File: src/rtl/rgmii_rx_delay_cal_pkg.sv
// Shared definitions for the RGMII RX delay-line calibration controller.
package rgmii_rx_delay_cal_pkg;

    // Calibration sequencer states
    typedef enum logic [2:0] {
        ST_IDLE,
        ST_LOAD,
        ST_REWIND,
        ST_SETTLE,
        ST_SAMPLE,
        ST_EVAL,
        ST_CENTER
    } cal_state_t;

    // Phases of a single delay-line step
    typedef enum logic [1:0] {
        MV_IDLE,
        MV_PULSE,
        MV_GAP
    } mv_phase_t;

    localparam logic [7:0] PREAMBLE_BYTE = 8'h55;
    localparam logic [7:0] SFD_BYTE      = 8'hD5;
    localparam int         PREAMBLE_LEN  = 7;

    // Minimum number of low cycles between two MOVE pulses
    localparam int MOVE_GAP = 3;

endpackage

File: src/rtl/rgmii_preamble_checker.sv
// Checks the seven preamble/SFD bytes of each frame that starts while enabled.
// A frame already in flight when enable rises is skipped: only a fresh rising
// edge of rx_valid opens a frame. Emits registered one-cycle good/bad pulses.
module rgmii_preamble_checker
    import rgmii_rx_delay_cal_pkg::*;
(
    input  logic       clk,
    input  logic       rst,
    input  logic       en,
    input  logic       rx_valid,
    input  logic       rx_error,
    input  logic [7:0] rx_data,
    output logic       frame_good,
    output logic       frame_bad
);

    logic       prev_valid_q, prev_valid_d;
    logic       in_frame_q, in_frame_d;
    logic [2:0] idx_q, idx_d;
    logic       good_q, good_d;
    logic       bad_q, bad_d;
    logic [7:0] exp_byte;
    logic       byte_ok;

    // Byte-by-byte preamble comparison and frame tracking
    always_comb begin
        prev_valid_d = rx_valid;
        in_frame_d   = in_frame_q;
        idx_d        = idx_q;
        good_d       = 1'b0;
        bad_d        = 1'b0;
        exp_byte     = (idx_q == 3'(PREAMBLE_LEN - 1)) ? SFD_BYTE : PREAMBLE_BYTE;
        byte_ok      = !rx_error && (rx_data == exp_byte);

        if (!en) begin
            in_frame_d = 1'b0;
            idx_d      = '0;
        end else if (!in_frame_q) begin
            // idx_q is 0 here, so byte_ok checks against the preamble byte
            if (rx_valid && !prev_valid_q) begin
                if (byte_ok) begin
                    in_frame_d = 1'b1;
                    idx_d      = 3'd1;
                end else begin
                    bad_d = 1'b1;
                end
            end
        end else if (!rx_valid || !byte_ok) begin
            bad_d      = 1'b1;
            in_frame_d = 1'b0;
            idx_d      = '0;
        end else if (idx_q == 3'(PREAMBLE_LEN - 1)) begin
            good_d     = 1'b1;
            in_frame_d = 1'b0;
            idx_d      = '0;
        end else begin
            idx_d = idx_q + 3'd1;
        end
    end

    // Checker state registers
    always_ff @(posedge clk) begin
        if (rst) begin
            prev_valid_q <= 1'b0;
            in_frame_q   <= 1'b0;
            idx_q        <= '0;
            good_q       <= 1'b0;
            bad_q        <= 1'b0;
        end else begin
            prev_valid_q <= prev_valid_d;
            in_frame_q   <= in_frame_d;
            idx_q        <= idx_d;
            good_q       <= good_d;
            bad_q        <= bad_d;
        end
    end

    assign frame_good = good_q;
    assign frame_bad  = bad_q;

endmodule

File: src/rtl/rgmii_rx_delay_cal.sv
// RGMII RX input-delay calibration: rewinds the shared delay tap to 0, sweeps
// upward qualifying each tap on received preambles, and parks the tap at the
// centre of the first contiguous passing window (or back at INIT_TAP if none).
module rgmii_rx_delay_cal
    import rgmii_rx_delay_cal_pkg::*;
#(
    parameter int NUM_TAPS      = 128,
    parameter int TAP_W         = 7,
    parameter int INIT_TAP      = 80,
    parameter int SETTLE_CYCLES = 16,
    parameter int PASS_FRAMES   = 4,
    parameter int TIMEOUT       = 1000000
) (
    input  logic             clk,
    input  logic             rst,
    input  logic             start,
    input  logic             rx_valid,
    input  logic             rx_error,
    input  logic [7:0]       rx_data,
    output logic             dly_loadn,
    output logic             dly_move,
    output logic             dly_direction,
    output logic [TAP_W-1:0] tap,
    output logic [TAP_W-1:0] win_lo,
    output logic [TAP_W-1:0] win_hi,
    output logic             busy,
    output logic             done,
    output logic             fail
);

    localparam int CNT_W  = 20;
    localparam int GOOD_W = $clog2(PASS_FRAMES + 1);
    localparam int GAP_W  = $clog2(MOVE_GAP + 1);

    cal_state_t       state_q, state_d;
    mv_phase_t        mv_phase_q, mv_phase_d;
    logic [GAP_W-1:0] gap_cnt_q, gap_cnt_d;
    logic [CNT_W-1:0] cnt_q, cnt_d;
    logic [GOOD_W-1:0] good_cnt_q, good_cnt_d;
    logic             tap_pass_q, tap_pass_d;
    logic             seen_pass_q, seen_pass_d;
    logic [TAP_W-1:0] tap_q, tap_d;
    logic [TAP_W-1:0] win_lo_q, win_lo_d;
    logic [TAP_W-1:0] win_hi_q, win_hi_d;
    logic             dly_loadn_q, dly_loadn_d;
    logic             dly_move_q, dly_move_d;
    logic             dly_direction_q, dly_direction_d;
    logic             busy_q, busy_d;
    logic             done_q, done_d;
    logic             fail_q, fail_d;

    logic             mv_start;
    logic             mv_dir;
    logic             mv_done;
    logic [TAP_W:0]   mid_sum;
    logic [TAP_W-1:0] target;
    logic             chk_en;
    logic             frame_good;
    logic             frame_bad;

    // One tap step in the given direction, saturating at both ends
    function automatic logic [TAP_W-1:0] step_tap(input logic [TAP_W-1:0] t,
                                                  input logic down);
        if (down)
            return (t == '0) ? t : t - TAP_W'(1);
        else
            return (t == TAP_W'(NUM_TAPS - 1)) ? t : t + TAP_W'(1);
    endfunction

    assign chk_en = (state_q == ST_SAMPLE);

    rgmii_preamble_checker u_checker (
        .clk        (clk),
        .rst        (rst),
        .en         (chk_en),
        .rx_valid   (rx_valid),
        .rx_error   (rx_error),
        .rx_data    (rx_data),
        .frame_good (frame_good),
        .frame_bad  (frame_bad)
    );

    // Sequencer next-state: move engine phases plus calibration state machine
    always_comb begin
        state_d         = state_q;
        mv_phase_d      = mv_phase_q;
        gap_cnt_d       = gap_cnt_q;
        cnt_d           = cnt_q;
        good_cnt_d      = good_cnt_q;
        tap_pass_d      = tap_pass_q;
        seen_pass_d     = seen_pass_q;
        tap_d           = tap_q;
        win_lo_d        = win_lo_q;
        win_hi_d        = win_hi_q;
        dly_loadn_d     = 1'b1;
        dly_move_d      = 1'b0;
        dly_direction_d = dly_direction_q;
        busy_d          = busy_q;
        done_d          = done_q;
        fail_d          = fail_q;
        mv_start        = 1'b0;
        mv_dir          = dly_direction_q;
        mv_done         = 1'b0;
        mid_sum         = {1'b0, win_lo_q} + {1'b0, win_hi_q};
        target          = seen_pass_q ? mid_sum[TAP_W:1] : TAP_W'(INIT_TAP);

        // Direction is already registered when the pulse phase starts, so it
        // is stable one cycle before and during the pulse.
        case (mv_phase_q)
            MV_PULSE: begin
                dly_move_d = 1'b1;
                tap_d      = step_tap(tap_q, dly_direction_q);
                mv_phase_d = MV_GAP;
                gap_cnt_d  = '0;
            end
            MV_GAP: begin
                if (gap_cnt_q == GAP_W'(MOVE_GAP - 1)) begin
                    mv_phase_d = MV_IDLE;
                    mv_done    = 1'b1;
                end else begin
                    gap_cnt_d = gap_cnt_q + GAP_W'(1);
                end
            end
            default: ;
        endcase

        case (state_q)
            ST_IDLE: begin
                if (start) begin
                    busy_d      = 1'b1;
                    done_d      = 1'b0;
                    fail_d      = 1'b0;
                    seen_pass_d = 1'b0;
                    state_d     = ST_LOAD;
                end
            end
            ST_LOAD: begin
                dly_loadn_d = 1'b0;
                tap_d       = TAP_W'(INIT_TAP);
                mv_phase_d  = MV_IDLE;
                state_d     = ST_REWIND;
            end
            ST_REWIND: begin
                if (mv_phase_q == MV_IDLE) begin
                    if (tap_q != '0) begin
                        mv_start = 1'b1;
                        mv_dir   = 1'b1;
                    end else begin
                        state_d = ST_SETTLE;
                        cnt_d   = '0;
                    end
                end
            end
            ST_SETTLE: begin
                if (cnt_q == CNT_W'(SETTLE_CYCLES - 1)) begin
                    state_d    = ST_SAMPLE;
                    cnt_d      = '0;
                    good_cnt_d = '0;
                end else begin
                    cnt_d = cnt_q + CNT_W'(1);
                end
            end
            ST_SAMPLE: begin
                cnt_d = cnt_q + CNT_W'(1);
                if (frame_bad) begin
                    tap_pass_d = 1'b0;
                    state_d    = ST_EVAL;
                end else if (frame_good && good_cnt_q == GOOD_W'(PASS_FRAMES - 1)) begin
                    // checked ahead of the timeout so a tie counts as a pass
                    tap_pass_d = 1'b1;
                    state_d    = ST_EVAL;
                end else if (cnt_q == CNT_W'(TIMEOUT - 1)) begin
                    tap_pass_d = 1'b0;
                    state_d    = ST_EVAL;
                end else if (frame_good) begin
                    good_cnt_d = good_cnt_q + GOOD_W'(1);
                end
            end
            ST_EVAL: begin
                if (mv_phase_q == MV_IDLE) begin
                    if (tap_pass_q) begin
                        if (!seen_pass_q) begin
                            win_lo_d    = tap_q;
                            seen_pass_d = 1'b1;
                        end
                        win_hi_d = tap_q;
                    end
                    if ((!tap_pass_q && seen_pass_q) || tap_q == TAP_W'(NUM_TAPS - 1)) begin
                        state_d = ST_CENTER;
                    end else begin
                        mv_start = 1'b1;
                        mv_dir   = 1'b0;
                    end
                end else if (mv_done) begin
                    state_d = ST_SETTLE;
                    cnt_d   = '0;
                end
            end
            ST_CENTER: begin
                if (mv_phase_q == MV_IDLE) begin
                    if (tap_q == target) begin
                        done_d  = seen_pass_q;
                        fail_d  = !seen_pass_q;
                        busy_d  = 1'b0;
                        state_d = ST_IDLE;
                    end else begin
                        mv_start = 1'b1;
                        mv_dir   = (tap_q > target);
                    end
                end
            end
            default: state_d = ST_IDLE;
        endcase

        if (mv_start) begin
            dly_direction_d = mv_dir;
            mv_phase_d      = MV_PULSE;
        end
    end

    // Sequencer and registered-output flops
    always_ff @(posedge clk) begin
        if (rst) begin
            state_q         <= ST_IDLE;
            mv_phase_q      <= MV_IDLE;
            gap_cnt_q       <= '0;
            cnt_q           <= '0;
            good_cnt_q      <= '0;
            tap_pass_q      <= 1'b0;
            seen_pass_q     <= 1'b0;
            tap_q           <= TAP_W'(INIT_TAP);
            win_lo_q        <= '0;
            win_hi_q        <= '0;
            dly_loadn_q     <= 1'b1;
            dly_move_q      <= 1'b0;
            dly_direction_q <= 1'b0;
            busy_q          <= 1'b0;
            done_q          <= 1'b0;
            fail_q          <= 1'b0;
        end else begin
            state_q         <= state_d;
            mv_phase_q      <= mv_phase_d;
            gap_cnt_q       <= gap_cnt_d;
            cnt_q           <= cnt_d;
            good_cnt_q      <= good_cnt_d;
            tap_pass_q      <= tap_pass_d;
            seen_pass_q     <= seen_pass_d;
            tap_q           <= tap_d;
            win_lo_q        <= win_lo_d;
            win_hi_q        <= win_hi_d;
            dly_loadn_q     <= dly_loadn_d;
            dly_move_q      <= dly_move_d;
            dly_direction_q <= dly_direction_d;
            busy_q          <= busy_d;
            done_q          <= done_d;
            fail_q          <= fail_d;
        end
    end

    assign dly_loadn     = dly_loadn_q;
    assign dly_move      = dly_move_q;
    assign dly_direction = dly_direction_q;
    assign tap           = tap_q;
    assign win_lo        = win_lo_q;
    assign win_hi        = win_hi_q;
    assign busy          = busy_q;
    assign done          = done_q;
    assign fail          = fail_q;

endmodule

File: config.mk
export PLATFORM = sky130hd
export DESIGN_NAME = rgmii_rx_delay_cal
export DESIGN_NICKNAME = d
export VERILOG_FILES = /design/src/rtl/rgmii_rx_delay_cal_pkg.sv /design/src/rtl/rgmii_preamble_checker.sv /design/src/rtl/rgmii_rx_delay_cal.sv
export SDC_FILE = /design/constraint.sdc
export NUM_CORES = 1
export LEC_CHECK = 0
export CAP_MARGIN = 40
export CORE_UTILIZATION = 51
export CTS_CLUSTER_DIAMETER = 100
export DETAILED_ROUTE_END_ITERATION = 8
export PLACE_DENSITY = 0.76
export SLEW_MARGIN = 10
export SYNTH_ARGS = -nofsm -noshare
export SYNTH_HDL_FRONTEND = slang
export SYNTH_HIERARCHICAL = 1
export SYNTH_SLANG_ARGS = --single-unit
File: constraint.sdc
create_clock -name clk -period 3 [get_ports clk]
set_input_delay 0.3 -clock clk [delete_from_list [all_inputs] [get_ports clk]]
set_output_delay 0.3 -clock clk [all_outputs]
set_load 0.03 [all_outputs]
==> flow_metrics.env, run 1 <==
export IMPL_failed_checks="negative setup slack"
export IMPL_hold_violations=0
export IMPL_ctsHoldBuffers=0
export IMPL_gp_congestion=0.8148
export IMPL_peakVddDrop_uv=476.8
export IMPL_grt_use_total=0.2282
export IMPL_clkTransAtPathRegs_ns=0.07
export IMPL_drive_gt1_frac=0.1545
export IMPL_drtAntennaViolNets=0
export IMPL_hold_path_class="reg -> reg"
export IMPL_finalCritPeriodShare=1.120
export IMPL_ys_top_cells_by_area="dfxtp_1 35%, ha_1 7.6%, nor2_1 6.3%"
export IMPL_synth_seq_cells=66
export IMPL_swShare=0.3514
export IMPL_finalCriticalPeriod_ns=3.359
export IMPL_intPower_mw=1.751
export IMPL_seq_area_frac_synth=0.3474
export IMPL_finalWirelength_mm=8.528
export IMPL_synth_top_area_cell="dfxtp_1"
export IMPL_tightest_slew_ns=0.7709
export IMPL_clock_skew_ns=0.01307
export IMPL_io_buffers=39
export IMPL_grt_max_degree=25
export IMPL_die_w_um=88.36
export IMPL_p_per_area_mw_per_mm2=574.1
export IMPL_n_fill_cell=615
export IMPL_synth_edf_count=0
export IMPL_p_seq_frac=0.389
export IMPL_rsz0062_at_grt="yes"
export IMPL_fin_ws_ns=-0.3587
export IMPL_synth_cell_type_count=74
export IMPL_firstDrtPassIters=4
export IMPL_antennaDiodeCount=0
export IMPL_synth_nets=481
export IMPL_end_kind="register"
export IMPL_setup_viol=7
export IMPL_ys_async_sr_fraction=0
export IMPL_finalNetCount=538
export IMPL_max_freq_ghz=0.2977
export IMPL_die_h_um=88.36
export IMPL_route_detailed_drc=0
export IMPL_antenna_found_initial=0
export IMPL_synthCells=443
export IMPL_cts_buffers=9
export IMPL_wire_per_inst_um=14.12
export IMPL_power_switching_uw=949.0
export IMPL_drtIter0Drc=148
export IMPL_critical_path_class="reg -> reg"
export IMPL_rows=31
export IMPL_p_comb_frac=0.309
export IMPL_ys_flop_type="dfxtp_1"
export IMPL_required_ns=3.23
export IMPL_avgSynthCellArea_um2=8.586
export IMPL_syn_area_mm2=0.003804
export IMPL_cts_tree="yes"
export IMPL_die_area_mm2=0.007807
export IMPL_hpwl_mm=6.094
export IMPL_dpl_instance_area_mm2=0.004383
export IMPL_maxCapViolCount=0
export IMPL_grt_pass1_wl_mm=13.88
export IMPL_timing_hold_ws_ns=0.4547
export IMPL_clock_sinks=66
export IMPL_vias=3374
export IMPL_clk_latency_ns=0.35
export IMPL_slew_headroom=0.4807
export IMPL_grt_overflow=0
export IMPL_ios=40
export IMPL_synthToLayoutAreaGrowth_pct=23.65
export IMPL_leakagePower_nw=1.894
export IMPL_yosys_warnings=6
export IMPL_h_tree_depth=3
export IMPL_initial_core_util=0.5272
export IMPL_run_status="finished with violations"
export IMPL_vias_per_cell=5.586
export IMPL_cp_arrival_ns=3.59
export IMPL_p_clk_frac=0.302
export IMPL_finalInstanceArea_mm2=0.004703
export IMPL_core_area_mm2=0.007214
export IMPL_cts_root_buffer="clkbuf_8"
export IMPL_critPathMaxFanout=4
export IMPL_grt_pass1_vias=2989
export IMPL_critPathLaunchType="register"
export IMPL_yosysTopAreaCellShare=0.3474
export IMPL_synthTopCellsByCount="66 x dfxtp_1, 64 x nor2_1, 40 x nand2_1"
export IMPL_cts_buffer_depth=2
export IMPL_slew_violations=0
export IMPL_yosysMostFrequentCell="dfxtp_1"
==> worst max-delay path, cell delays in order, from the launching register on <==
cell and delay [ns]:
dfxtp_4 0.34, and2_4 0.16, fa_2 0.34, a21o_1 0.18
a21oi_2 0.16, o21bai_1 0.07, a21oi_1 0.19, xnor2_1 0.14
nand2_1 0.10, ha_4 0.30, nand2_2 0.06, or3_4 0.38
or3_4 0.35, a21oi_4 0.20, mux2i_1 0.22, nor2_1 0.05
==> what timing repair did <==
action	CTS	global route
resized for setup	0	10
pin swaps	1	4
setup endpoints to repair	3	7
cloned	0	0
buffers inserted	3	3
==> kinds of logic (layout without fill, tap and decap cells) <==
group / Yosys count / count (layout) / share of synthesized area
flip-flops: 66 / 66 / 0.3474
AO/OA/AOI/OAI: 78 / 78 / 0.1477
XOR/XNOR: 28 / 28 / 0.06645
AND/OR/NAND/NOR: 194 / 194 / 0.2632
buffers and inverters: 33 / 95 / 0.03849
multiplexers: 19 / 19 / 0.05066
adder cells (fa/ha/maj): 25 / 25 / 0.08619
==> power groups by stage <==
stage	Combinational, mW	Clock (mW)	Sequential, mW
3_5_place_dp	0.775	0	1.07
4_1_cts	0.784	0.826	1.05
2_1_floorplan	0.620	0	1.05
6_report	0.835	0.816	1.05
3_3_place_gp	0.755	0	1.07
5_1_grt	0.920	0.862	1.07
==> cell usage in the layout (no fill, tap or decap), types with 16 or more instances in the layout <==
master,n
xnor2_1,16
ha_1,22
mux2i_1,17
nor2_1,64
a21oi_1,25
nand2_1,38
clkdlybuf4s50_1,39
dfxtp_1,62
buf_4,23
inv_1,16
==> registers in the layout, summed over array words and instances (netlist names) <==
signal,flops
mv_phase_q,2
done,1
state_q,3
u_checker/in_frame_q,1
u_checker/idx_q,3
gap_cnt_q,2
dly_direction,1
good_cnt_q,3
tap_pass_q,1
cnt_q,20
win_hi,7
seen_pass_q,1
busy,1
fail,1
tap,7
u_checker/prev_valid_q,1
dly_loadn,1
u_checker/frame_good,1
dly_move,1
u_checker/frame_bad,1
win_lo,7
==> layout make-up <==
type,count,area (µm²),area share
well taps,99,123.9,0.02634
clock inverters,5,60.06,0.01277
flip-flops and latches,66,1329,0.2825
multi-input cells,344,2401,0.5105
inverters,17,63.81,0.01357
clock buffers,11,162.7,0.03458
repair buffers,62,563.0,0.1197
==> per-layer routing <==
layer  up-vias  part of all wire  track usage
met5         -                 0            0
met4         0             0.011      0.07771
met3        11             0.037      0.04291
met2        68              0.47       0.3608
met1      1607              0.48       0.3126
li1       1688                 -            -
==> final timing paths <==
path | from | slack [ns] | to | cells after the start
setup / recovery | win_hi[0] | -0.36 | fail | 15
hold / removal | good_cnt_q[2] | 0.45 | good_cnt_q[2] | 1
setup reg to reg | win_hi[0] | -0.36 | fail | 15
hold reg to reg | good_cnt_q[2] | 0.45 | good_cnt_q[2] | 1
==> per-stage QoR <==
| step | std cells | setup slack (ns) | power, mW | setup TNS, ns | util |
|---|---|---|---|---|---|
| 6_report | 604 | -0.3587 | 2.700 | -1.338 | 0.6519 |
| 5_1_grt | 604 | -0.5425 | 2.850 | -2.394 | 0.6519 |
| 4_1_cts | 601 | -0.2338 | 2.657 | -0.6659 | 0.6415 |
| 3_5_place_dp | 582 | -0.2102 | 1.843 | -0.5646 | 0.6075 |
| 3_3_place_gp | 582 | -0.1741 | 1.821 | -0.4343 | 0.6075 |
| 2_1_floorplan | 443 | -0.1611 | 1.668 | -0.3945 | - |
No activity file was read; power rests on OpenSTA's default activity.
==> inputs of run 2 (changes only) <==
SLEW_MARGIN = 20   (was 10)
==> results of run 2 <==
Same layout as run 1: the final DEF is identical, and so are final timing and power.
